File: src/rtl/uart_tx_arb_pkg.sv
// Shared types and constants for the UART TX arbiter and its round-robin picker.
//   BYTE_W      : width of one UART byte.
//   arb_state_e : arbiter FSM states.
//   idx_width() : index width for an N-entry vector (minimum 1 bit).
package uart_tx_arb_pkg;

   localparam int unsigned BYTE_W = 8;

   typedef enum logic [2:0] {
      ST_IDLE,
      ST_SEND,
      ST_WAIT_TX,
      ST_NEXT,
      ST_GAP
   } arb_state_e;

   function automatic int unsigned idx_width(input int unsigned n);
      return (n < 2) ? 1 : $clog2(n);
   endfunction

endpackage

File: src/rtl/uart_rr_pick.sv
// Combinational round-robin picker: searches last_id+1, last_id+2, ... modulo N
// and returns the first asserted request as a one-hot grant.
//   req     in  N   request vector
//   last_id in  IW  index served most recently (lowest priority)
//   grant   out N   one-hot winner, zero when nothing requested
//   found   out 1   at least one request was asserted
module uart_rr_pick
   import uart_tx_arb_pkg::*;
#(
   parameter  int unsigned N  = 4,
   localparam int unsigned IW = idx_width(N)
) (
   input  logic [N-1:0]  req,
   input  logic [IW-1:0] last_id,
   output logic [N-1:0]  grant,
   output logic          found
);

   // Walk the ring starting just after the previous winner.
   always_comb begin
      logic [IW-1:0] idx;
      grant = '0;
      found = 1'b0;
      idx   = '0;
      for (int unsigned k = 1; k <= N; k++) begin
         idx = IW'((32'(last_id) + k) % N);
         if (!found && req[idx]) begin
            grant[idx] = 1'b1;
            found      = 1'b1;
         end
      end
   end

endmodule

File: src/rtl/uart_tx_arbiter.sv
// Shares one UART transmitter among NUM_REQ byte-stream requesters with
// packet-granular round-robin grants, a stall timeout and an inter-packet gap.
//   wb_clk_i     in  1          clock
//   wb_rst_i     in  1          synchronous active-high reset
//   req_valid_i  in  NUM_REQ    per-requester byte valid
//   req_data_i   in  8*NUM_REQ  per-requester byte, slice i = [8i+7:8i]
//   req_last_i   in  NUM_REQ    byte closes its packet
//   req_ready_o  out NUM_REQ    byte accepted (combinational, one-hot or zero)
//   tx_wr_o      out 1          one-cycle UART write strobe
//   tx_data_o    out 8          byte to the UART
//   tx_busy_i    in  1          UART busy, rises the cycle after tx_wr_o
//   grant_o      out NUM_REQ    one-hot current owner
//   active_o     out 1          an owner holds the UART
//   timeout_o    out 1          one-cycle pulse on grant revocation
module uart_tx_arbiter
   import uart_tx_arb_pkg::*;
#(
   parameter int unsigned NUM_REQ    = 4,
   parameter int unsigned GAP_CYCLES = 16,
   parameter int unsigned TIMEOUT    = 1024
) (
   input  logic                      wb_clk_i,
   input  logic                      wb_rst_i,
   input  logic [NUM_REQ-1:0]        req_valid_i,
   input  logic [BYTE_W*NUM_REQ-1:0] req_data_i,
   input  logic [NUM_REQ-1:0]        req_last_i,
   output logic [NUM_REQ-1:0]        req_ready_o,
   output logic                      tx_wr_o,
   output logic [BYTE_W-1:0]         tx_data_o,
   input  logic                      tx_busy_i,
   output logic [NUM_REQ-1:0]        grant_o,
   output logic                      active_o,
   output logic                      timeout_o
);

   localparam int unsigned IW      = idx_width(NUM_REQ);
   localparam int unsigned CNT_MAX = (TIMEOUT > GAP_CYCLES) ? TIMEOUT : GAP_CYCLES;
   localparam int unsigned CNT_W   = $clog2(CNT_MAX + 1) + 1;

   arb_state_e          state_q, state_d;
   logic [NUM_REQ-1:0]  grant_q, grant_d;
   logic                active_q, active_d;
   logic                tx_wr_q, tx_wr_d;
   logic [BYTE_W-1:0]   tx_data_q, tx_data_d;
   logic                timeout_q, timeout_d;
   logic [IW-1:0]       last_id_q, last_id_d;
   logic                pkt_last_q, pkt_last_d;
   logic                guard_q, guard_d;
   logic [CNT_W-1:0]    cnt_q, cnt_d;
   logic [CNT_W-1:0]    cnt_inc;

   logic [NUM_REQ-1:0]  pick_grant;
   logic                pick_found;
   logic [IW-1:0]       owner_idx;
   logic [BYTE_W-1:0]   owner_byte;
   logic [BYTE_W-1:0]   pick_byte;
   logic                owner_valid;
   logic                owner_last;

   uart_rr_pick #(
      .N (NUM_REQ)
   ) u_pick (
      .req     (req_valid_i),
      .last_id (last_id_q),
      .grant   (pick_grant),
      .found   (pick_found)
   );

   // Owner / candidate byte selection and owner index encode.
   always_comb begin
      owner_idx  = '0;
      owner_byte = '0;
      pick_byte  = '0;
      for (int unsigned i = 0; i < NUM_REQ; i++) begin
         if (grant_q[i]) begin
            owner_idx  = IW'(i);
            owner_byte = req_data_i[i*BYTE_W +: BYTE_W];
         end
         if (pick_grant[i]) begin
            pick_byte = req_data_i[i*BYTE_W +: BYTE_W];
         end
      end
   end

   assign owner_valid = |(req_valid_i & grant_q);
   assign owner_last  = |(req_last_i & grant_q);
   assign cnt_inc     = cnt_q + CNT_W'(1);

   // Next-state and next-output logic; stall and gap share one counter.
   always_comb begin
      state_d    = state_q;
      grant_d    = grant_q;
      active_d   = active_q;
      tx_wr_d    = 1'b0;
      tx_data_d  = tx_data_q;
      timeout_d  = 1'b0;
      last_id_d  = last_id_q;
      pkt_last_d = pkt_last_q;
      guard_d    = 1'b0;
      cnt_d      = cnt_q;
      unique case (state_q)
         ST_IDLE: begin
            if (!tx_busy_i && pick_found) begin
               grant_d   = pick_grant;
               active_d  = 1'b1;
               tx_wr_d   = 1'b1;
               tx_data_d = pick_byte;
               state_d   = ST_SEND;
            end
         end
         ST_SEND: begin
            pkt_last_d = owner_last;
            guard_d    = 1'b1;
            state_d    = ST_WAIT_TX;
         end
         ST_WAIT_TX: begin
            // First cycle is a guard: busy has not risen yet.
            if (!guard_q && !tx_busy_i) begin
               if (pkt_last_q) begin
                  last_id_d = owner_idx;
                  grant_d   = '0;
                  active_d  = 1'b0;
                  cnt_d     = '0;
                  state_d   = ST_GAP;
               end else begin
                  cnt_d   = '0;
                  state_d = ST_NEXT;
               end
            end
         end
         ST_NEXT: begin
            if (owner_valid && !tx_busy_i) begin
               tx_wr_d   = 1'b1;
               tx_data_d = owner_byte;
               state_d   = ST_SEND;
            end else if (cnt_inc == CNT_W'(TIMEOUT)) begin
               timeout_d = 1'b1;
               last_id_d = owner_idx;
               grant_d   = '0;
               active_d  = 1'b0;
               cnt_d     = '0;
               state_d   = ST_GAP;
            end else begin
               cnt_d = cnt_inc;
            end
         end
         ST_GAP: begin
            // GAP_CYCLES=0 still spends one cycle here.
            if (cnt_inc >= CNT_W'(GAP_CYCLES)) begin
               cnt_d   = '0;
               state_d = ST_IDLE;
            end else begin
               cnt_d = cnt_inc;
            end
         end
         default: state_d = ST_IDLE;
      endcase
   end

   // State and registered outputs.
   always_ff @(posedge wb_clk_i) begin
      if (wb_rst_i) begin
         state_q    <= ST_IDLE;
         grant_q    <= '0;
         active_q   <= 1'b0;
         tx_wr_q    <= 1'b0;
         tx_data_q  <= '0;
         timeout_q  <= 1'b0;
         last_id_q  <= IW'(NUM_REQ - 1);
         pkt_last_q <= 1'b0;
         guard_q    <= 1'b0;
         cnt_q      <= '0;
      end else begin
         state_q    <= state_d;
         grant_q    <= grant_d;
         active_q   <= active_d;
         tx_wr_q    <= tx_wr_d;
         tx_data_q  <= tx_data_d;
         timeout_q  <= timeout_d;
         last_id_q  <= last_id_d;
         pkt_last_q <= pkt_last_d;
         guard_q    <= guard_d;
         cnt_q      <= cnt_d;
      end
   end

   assign req_ready_o = (state_q == ST_SEND) ? grant_q : '0;
   assign tx_wr_o     = tx_wr_q;
   assign tx_data_o   = tx_data_q;
   assign grant_o     = grant_q;
   assign active_o    = active_q;
   assign timeout_o   = timeout_q;

endmodule

File: config.mk
export PLATFORM = sky130hd
export DESIGN_NAME = uart_tx_arbiter
export DESIGN_NICKNAME = d
export VERILOG_FILES = /design/src/rtl/uart_tx_arb_pkg.sv /design/src/rtl/uart_rr_pick.sv /design/src/rtl/uart_tx_arbiter.sv
export SDC_FILE = /design/constraint.sdc
export NUM_CORES = 1
export LEC_CHECK = 0
export BUFFER_PORTS_ARGS = -buffer_cell sky130_fd_sc_hd__buf_2
export CAP_MARGIN = 15
export CORE_ASPECT_RATIO = 1.75
export CORE_MARGIN = 8
export CORE_UTILIZATION = 40
export CTS_BUF_LIST = sky130_fd_sc_hd__clkbuf_16
export DETAILED_ROUTE_END_ITERATION = 8
export HOLD_SLACK_MARGIN = 0.15
export SLEW_MARGIN = 20
export SYNTH_ARGS = -nofsm -noshare
export SYNTH_HDL_FRONTEND = slang
export SYNTH_SLANG_ARGS = --single-unit
File: constraint.sdc
create_clock -name wb_clk_i -period 3.7 [get_ports wb_clk_i]
set_clock_uncertainty 0.2 [all_clocks]
set_input_delay 0.185 -clock wb_clk_i [delete_from_list [all_inputs] [get_ports wb_clk_i]]
set_output_delay 0.185 -clock wb_clk_i [all_outputs]
set_load 0.01 [all_outputs]
Word level (Yosys, flattened, before mapping)
Cells that the tools add are included.
- register bits after elaboration: 34
- bits of input ports: 43
- $add $sub $neg: 5
- magnitude comparators: 9
- equality and inequality tests: 13
- multiplexer cells: 73
- bitwise logic cells: 6
- reductions and logical operators: 28
- operators with widths (cell ; number):
    8-bit two-way mux ; 10
    12-bit two-way mux ; 4
    4-bit two-way mux ; 10
    12-bit one-hot mux with 3 select lines ; 1
    1-bit two-way mux ; 22
    3-bit two-way mux ; 6
    8-bit one-hot mux with 2 select lines ; 1
    3-bit one-hot mux with 5 select lines ; 1
    2-bit inequality test, second input constant ; 7
    12-bit by 1-bit adder with 12-bit output, second input constant ; 1
    12-bit by 11-bit equality test with 1-bit output, second input constant ; 1
    12-bit by 5-bit >= comparator with 1-bit output, second input constant ; 1
    2-bit by 3-bit < comparator with 1-bit output, second input constant ; 4
    2-bit two-way mux ; 6
    4-bit OR ; 3
    4-bit one-hot mux with 3 select lines ; 1
    1-bit logical AND ; 10
    4-bit AND ; 2
    1-bit binary-select mux with 2-bit select ; 4
    1-bit demux with 2-bit select ; 4
    2-bit by 1-bit >= comparator with 1-bit output, second input constant ; 4
    4-bit OR reduction ; 2
    3-bit by 2-bit equality test with 1-bit output, second input constant ; 2
    3-bit AND reduction ; 2
    17 further kinds ; 25

Longest topological paths before layout
Gate-level depths: netlist of run 1.
- depth after elaboration: 19
- depth in mapped cells: 10

Hierarchy
Synthesis of run 1 repeated with hierarchy kept, for this count alone.
- cells, all modules: 338
- area total of the unflattened synthesis: 2726.4 um2
- by module, submodules not included (module ; times used ; cells each ; area each (um2)):
    uart_tx_arbiter ; 1 ; 290 ; 2311.0
    uart_rr_pick ; 1 ; 48 ; 415.4

Least setup slack after synthesis of run 1
OpenSTA, ideal clock, no wires.
- path type: register to register
- start: register last_id_q[0]
- end: register tx_data_q[1] (netlist: tx_data_o[1])
- data arrival time: 2745 ps
- slack: 620 ps
- stages on the path, launching flop included: 10
- buffers on the path: 0
- clock period less this slack: 3080 ps
- cell sequence: dfxtp_1 -> inv_1 -> ha_1 -> mux4_1 -> a21oi_1 -> a21oi_1 -> a211o_1 -> a221o_2 -> a221oi_2 -> a211oi_2
- longest elaborated chain between the ends: 19
- ends and longest elaborated chain (item ; RTL line ; source):
    from (decl) ; uart_tx_arbiter.sv:46 ; logic [IW-1:0] last_id_q, last_id_d;
    from (signal assigned) ; uart_tx_arbiter.sv:169 ; last_id_q <= IW'(NUM_REQ - 1);
    from (signal assigned) ; uart_tx_arbiter.sv:180 ; last_id_q <= last_id_d;
    branches (longest 19 deep; another with 2-bit by 3-bit < comparator with 1-bit output) ; -- ;
    to (signal assigned) ; uart_tx_arbiter.sv:178 ; tx_data_q <= tx_data_d;
    to (decl) ; uart_tx_arbiter.sv:44 ; logic [BYTE_W-1:0] tx_data_q, tx_data_d;
Parallel ways; which one is timed is not known. The select of a mux whose other input is x is not followed.
A chain may end at the register's enable or synchronous reset.

Worst setup path after layout of run 1
- start: register last_id_q[1]
- end: register tx_data_q[0] (netlist: tx_data_o[0])
Same word-level chain as after synthesis.

==> impl_metrics.csv, run 1 <==
group,metric,value,unit
synthesis,post_synth_inst_count,334,
setup_path,worstPathArrival,3.29,ns
setup_path,critical_path.reg2reg.endpoint,"tx_data_o[0]",
route,post_drt_wl_per_cell,18.3,um
flow_run,timing.max_cap.violations,0,
setup_path,worst_reg2reg_path_length_in_cells,9,
placement,postPlaceCellArea,3120,um2
worst_hold_path,timing.hold.worst_endpoint,"tx_data_o[1]",
timing,slew_headroom,0.413,
layout,n_fill_cell,684,
synthesis,ys_seq_area_frac,0.243,
worst_hold_path,hold_startpoint,"req_data_i[25]",
synthesis,synth.lib_cells_used.distinct,71,
cts,cts_buffer_depth,2,
route,route.final.wire_length,8.96,mm
route,detail_route.iter0.violations,236,
synthesis,synthDominantAreaCellType,"dfxtp_1",
setup_path,path_class,"reg -> reg",
synthesis,ys_async_sr_fraction,0,
global_route,grt_first_pass_wirelength,14.4,mm
timing,timing_max_transition_violations_final,0,
layout,area_growth,24.0,%
cts,cts_resized,0,
layout,fin_util,0.510,
route,post_drt_via_cell_ratio,6.16,
synthesis,synth_top_area_share,0.243,
global_route,via_count_of_the_first_global_routing_pass,2938,
synthesis,postSynthRegisterBits,34,
power_and_ir_drop,p_leak,1.40,nW
layout,layout_commonest_cell,"buf_2",
floorplanning,num_io_pins,62,
worst_hold_path,worst_hold_path.num_cells,3,
synthesis,post_synth_edffs,0,
synthesis,dominantRegCellSynth,"dfxtp_1",
layout,mostFrequentLayoutCells,"61 x buf_2, 39 x a21oi_1, 34 x dfxtp_1",
cts,cts-htree-levels,2,
global_route,grt_antenna_before_repair,0,
timing,worst-slew-pin-transition,0.880,ns
setup_path,cp-startpoint,"last_id_q[1]",
placement,gp_congestion,0.813,
layout,final_antenna_diode_count,0,
floorplanning,die_footprint,10000,um2
synthesis,synthTopCellsByArea,"dfxtp_1 24%, a21oi_1 7.0%, a221oi_2 4.8%",
status,run_status,"completed",
timing,fin_tns_setup,0,ns
setup_path,cp_max_fo,11,
global_route,grt_max_degree,29,
worst_hold_path,holdCritPathClass,"in -> reg",
setup_path,critPathRequiredTime,3.64,ns
route,drc,0,
setup_path,reg2reg_from,"last_id_q[1]",
cts,numClockSinks,34,
timing,max_clock_freq,298,MHz
route,detailedRoute.firstPassIterationCount,6,
setup_path,critical_path.endpoint_type,"flop",
cts,hold_buffers,21,
floorplanning,initial_core_util,0.412,
synthesis,syn-num-nets,387,
setup_path,r2r_setup_slack,0.34,ns
cts,path_clk_slew,0.06,ns
layout,final_net_count,458,
floorplanning,die-height,127,um
floorplanning,floorplan.die.width,79.3,um
cts,clockRootBuffer,"clkbuf_16",
placement,number_of_buffers_added_on_ports,61,
placement,hpwl_after_detailed_placement,6.43,mm
floorplanning,placement_rows,40,
route,antenna_violating_nets_post_route,0,
timing,minimum_period_implied_by_the_final_worst_setup_slack,3.36,ns
synthesis,syn_avg_cell_area,8.39,um2
cts,cts_buffer_count,5,
timing,grt_setup_unrepaired,"false",
cts,cts_post_setup_buffers_inserted,0,
power_and_ir_drop,pwr_cell_area,377,nW/um2
route,via_count,3018,
timing,finalHoldViolations,0,
timing,number_of_setup_violations_in_the_final_report,0,
synthesis,yosysWarnings,0,
power_and_ir_drop,vdd.ir_drop.worst,0.176,mV
global_route,gr-total-overflow,0,
layout,stdcell_area,3470,um2
cts,clock_insertion_delay_at_the_later_pin_of_the_skew_report,0.28,ns
timing,min_period_over_period,0.907,
setup_path,setup.worst_path.start_class,"flop",
layout,final_layout_size_suffix_gt1_frac,0.266,
floorplanning,core_region_area,6810,um2
global_route,global_route.usage.total,0.176,
synthesis,synth_area,2800,um2
cts,clock_tree_from_tritoncts,"done",
-- synth_stat cells (3+ instances only) --
cell and n:
a211oi_1 5, a211oi_2 8, a21o_1 4, a21oi_1 39
a221o_2 6, a221oi_2 9, a22o_1 5, a22oi_1 12
a31oi_1 5, and2_1 6, and4_1 4, buf_2 6
clkbuf_1 11, dfxtp_1 34, ha_1 10, inv_1 7
mux2i_1 3, nand2_1 24, nand3_1 10, nand3b_1 3
nand4_1 3, nor2_1 23, nor2b_1 6, nor3_1 9
nor4_1 5, o211ai_1 3, o21ai_0 12, o21ai_1 3
or3_1 3, xor2_1 3
-- per-stage QoR --
step / worst slack (ns) / hold WS, ns / instances / total power [mW]
floorplan: 0.620 / 0.230 / 334 / 0.755
global placement: 0.411 / 0.230 / 461 / 0.876
detailed placement: 0.368 / 0.242 / 461 / 0.882
CTS: 0.357 / 0.151 / 490 / 1.31
global route: 0.145 / 0.167 / 490 / 1.37
finish: 0.343 / 0.146 / 490 / 1.31
-- layout make-up --
type                       instances  area [um2]  share of cell area
inverter                           7        26.3             0.00756
clock buffer                       5         125              0.0360
tap                               84         105              0.0302
clock inverter                     3        16.3             0.00468
multi-input combinational        270        1970               0.566
timing repair buffer              87         553               0.159
sequential                        34         681               0.196
-- routing by layer --
metal	track usage	vias up	wire, um
li1	-	1442	-
met1	0.181	1471	3420
met2	0.330	91	4960
met3	0.0283	14	376
met4	0.0790	0	211
met5	0	-	0
-- cells by family after synthesis --
logic type,count (synthesis),share of synthesized area
buf+inv,30,0.0549
simple gates,113,0.224
flops,34,0.243
xor+xnor,5,0.0156
compound gates,135,0.378
mux,7,0.0402
fa+ha+maj,10,0.0446
-- where the power goes --
| part | internal (mW) | total [mW] | leakage, nW | switching [mW] |
|---|---|---|---|---|
| clock | 0.246 | 0.409 | 0.0672 | 0.163 |
| sequential | 0.396 | 0.434 | 0.277 | 0.0373 |
| combinational | 0.201 | 0.466 | 1.06 | 0.264 |
| total | 0.844 | 1.31 | 1.40 | 0.465 |
-- worst max path at each step --
| stage | depth (start not counted) | endpoint | slack, ns |
|---|---|---|---|
| finish | 9 | tx_data_o[0] | 0.34 |
| global route | 9 | tx_data_o[7] | 0.14 |
| CTS | 8 | tx_data_o[0] | 0.36 |
| detailed placement | 8 | tx_data_o[0] | 0.37 |
| global placement | 9 | tx_data_o[7] | 0.41 |
| floorplan | 9 | tx_data_o[1] | 0.62 |
-- flip-flops by register name, indices dropped and copies added, names as in the netlist --
name	cells
pkt_last_q	1
timeout_o	1
tx_data_o	8
cnt_q	12
tx_wr_o	1
last_id_q	2
guard_q	1
active_o	1
grant_o	4
state_q	3
-- critical path, stage by stage, from the launching register on --
cell and delay [ns]:
dfxtp_1 0.51, inv_1 0.15, ha_1 0.34, mux4_1 0.68
nor2b_1 0.19, o2bb2ai_1 0.12, buf_4 0.21, and2b_1 0.37
a221oi_2 0.37, a211oi_2 0.07
Note: power is estimated with default switching activity, not from simulation.
==> run 2: changes to the inputs <==
Settings changed: PLACE_DENSITY set to 0.61.
==> run 2 against run 1 <==
Die area unchanged; routed wire length about the same; register-to-register slack about the same; flip-flop and latch count unchanged; critical path type unchanged; worst setup slack got worse by 0.0046 ns; non-clock buffer count increased by 3; utilization increased by 1.1 points; clock power increased by 34%; sequential share of layout area decreased by 0.43 points; critical path depth unchanged; critical endpoint unchanged; combinational power about the same.
==> impl_metrics.csv, run 2 (synthesized netlist as in run 1, its figures left out) <==
group,metric,value,unit
status,run_status,"completed",
route,post_drt_via_cell_ratio,5.96,
timing,worst-slew-pin-transition,0.947,ns
timing,post_route_worst_setup_slack,0.338,ns
placement,number_of_buffers_added_on_ports,61,
cts,path_clk_slew,0.06,ns
layout,layout_commonest_cell,"buf_2",
layout,n_fill_cell,698,
route,post_drt_wl_per_cell,18.2,um
placement,hpwl_after_detailed_placement,6.43,mm
global_route,grt_first_pass_wirelength,14.7,mm
route,route.final.wire_length,8.97,mm
route,drc,0,
floorplanning,placement_rows,40,
setup_path,critical_path.max_stage_delay,0.67,ns
cts,clock_insertion_delay_at_the_later_pin_of_the_skew_report,0.28,ns
floorplanning,die_footprint,10000,um2
layout,stdcell_count,493,
cts,cts-htree-levels,2,
timing,number_of_setup_violations_in_the_final_report,0,
timing,min_period_over_period,0.909,
layout,mostFrequentLayoutCells,"61 x buf_2, 39 x a21oi_1, 34 x dfxtp_1",
setup_path,worst_path_cell_with_the_longest_stage_delay,"mux4_1",
floorplanning,initial_core_util,0.412,
global_route,busiest_layer_in_global_routing,"met2",
flow_run,timing.max_cap.violations,0,
global_route,grt_antenna_before_repair,0,
cts,cts_buffer_depth,2,
timing,finalHoldViolations,0,
timing,fin_tns_setup,0,ns
timing,slew_headroom,0.367,
setup_path,setup.worst_path.start_class,"flop",
power_and_ir_drop,pwr_cell_area,408,nW/um2
timing,grt_setup_unrepaired,"false",
global_route,via_count_of_the_first_global_routing_pass,2976,
route,detailedRoute.firstPassIterationCount,5,
placement,dp_worst_setup_slack,0.351,ns
placement,gp_congestion,0.867,
global_route,grtUsageMet2,0.358,
global_route,global_route.usage.total,0.181,
layout,final_antenna_diode_count,0,
global_route,grt_use_met3,0.0339,
power_and_ir_drop,vdd.ir_drop.worst,0.331,mV
cts,numClockSinks,34,
layout,max_flop_register,"cnt_q",
cts,clock_tree_from_tritoncts,"done",
route,antenna_violating_nets_post_route,0,
timing,fin_worst_hold_slack,0.158,ns
layout,fin_util,0.522,
setup_path,crit_path_cell_trace,"inv_1, ha_1, mux4_1, nor2b_1, o2bb2ai_1, buf_4, and2b_1, a221oi_2, a211oi_2",
floorplanning,num_io_pins,62,
route,via_count,2940,
global_route,grt_max_degree,29,
timing,minimum_period_implied_by_the_final_worst_setup_slack,3.36,ns
floorplanning,core_region_area,6810,um2
timing,timing_max_transition_violations_final,0,
cts,clockRootBuffer,"clkbuf_16",
floorplanning,die-height,127,um
layout,stdcell_area,3550,um2
floorplanning,floorplan.die.width,79.3,um
cts,cts_buffer_count,5,
worst_hold_path,holdCritPathClass,"in -> reg",
layout,largest_register_ffs,12,
placement,place.detailed.instances,461,
route,detail_route.iter0.violations,190,
layout,area_growth,26.7,%
layout,final_net_count,461,
global_route,globalRouteMet1Util,0.170,
global_route,gr-total-overflow,0,
power_and_ir_drop,p_leak,1.44,nW
layout,final_layout_size_suffix_gt1_frac,0.264,
placement,postPlaceCellArea,3120,um2
power_and_ir_drop,power,1.45,mW
timing,max_clock_freq,297,MHz
setup_path,critical_path.endpoint_type,"flop",
cts,cts_post_setup_buffers_inserted,0,
setup_path,path_class,"reg -> reg",
setup_path,worstPathArrival,3.30,ns
setup_path,critPathRequiredTime,3.64,ns
setup_path,cp_max_fo,11,
run 2: cell type report:
cell class / count / area [um2] / share of cell area
Sequential cell: 34 / 681 / 0.192
Tap cell: 84 / 105 / 0.0296
Timing Repair Buffer: 90 / 583 / 0.164
Multi-Input combinational cell: 270 / 1970 / 0.554
Clock inverter: 3 / 63.8 / 0.0180
Inverter: 7 / 26.3 / 0.00740
Clock buffer: 5 / 125 / 0.0352
run 2: repair_timing:
item                      4_1_cts  5_1_grt
hold endpoints to repair        9        0
gates resized for setup         0        0
hold buffers                   24        0
run 2: per-layer routing:
| layer | part of all wire | vias up | routed length, um |
|---|---|---|---|
| met2 | 0.57 | 69 | 5110 |
| met5 | 0 | - | 0 |
| met3 | 0.046 | 11 | 411 |
| met1 | 0.37 | 1407 | 3300 |
| li1 | - | 1453 | - |
| met4 | 0.016 | 0 | 140 |
run 2: where the power goes:
group          leakage (nW)  internal, mW  switching, mW  total [mW]
registers             0.277         0.396         0.0381       0.435
logic                  1.07         0.204          0.261       0.465
clock network        0.0915         0.384          0.165       0.549
total                  1.44         0.984          0.464        1.45
run 2: path summary, 6_finish.rpt:
check | depth (start not counted) | startpoint | slack (ns) | endpoint
min | 3 | req_data_i[31] | 0.16 | tx_data_o[7]
min reg2reg | 2 | active_o | 0.28 | active_o
max reg2reg | 9 | last_id_q[1] | 0.34 | tx_data_o[0]
max | 9 | last_id_q[1] | 0.34 | tx_data_o[0]
run 2: critical path: cells and delay by family (launching register included):
kind,cells,cell delay [ns]
muxes,1,0.67
AOI/OAI and AO/OA,3,0.57
and+or+nand+nor,2,0.54
DFF,1,0.53
buffers and inverters,2,0.36
adders and majority gates,1,0.35
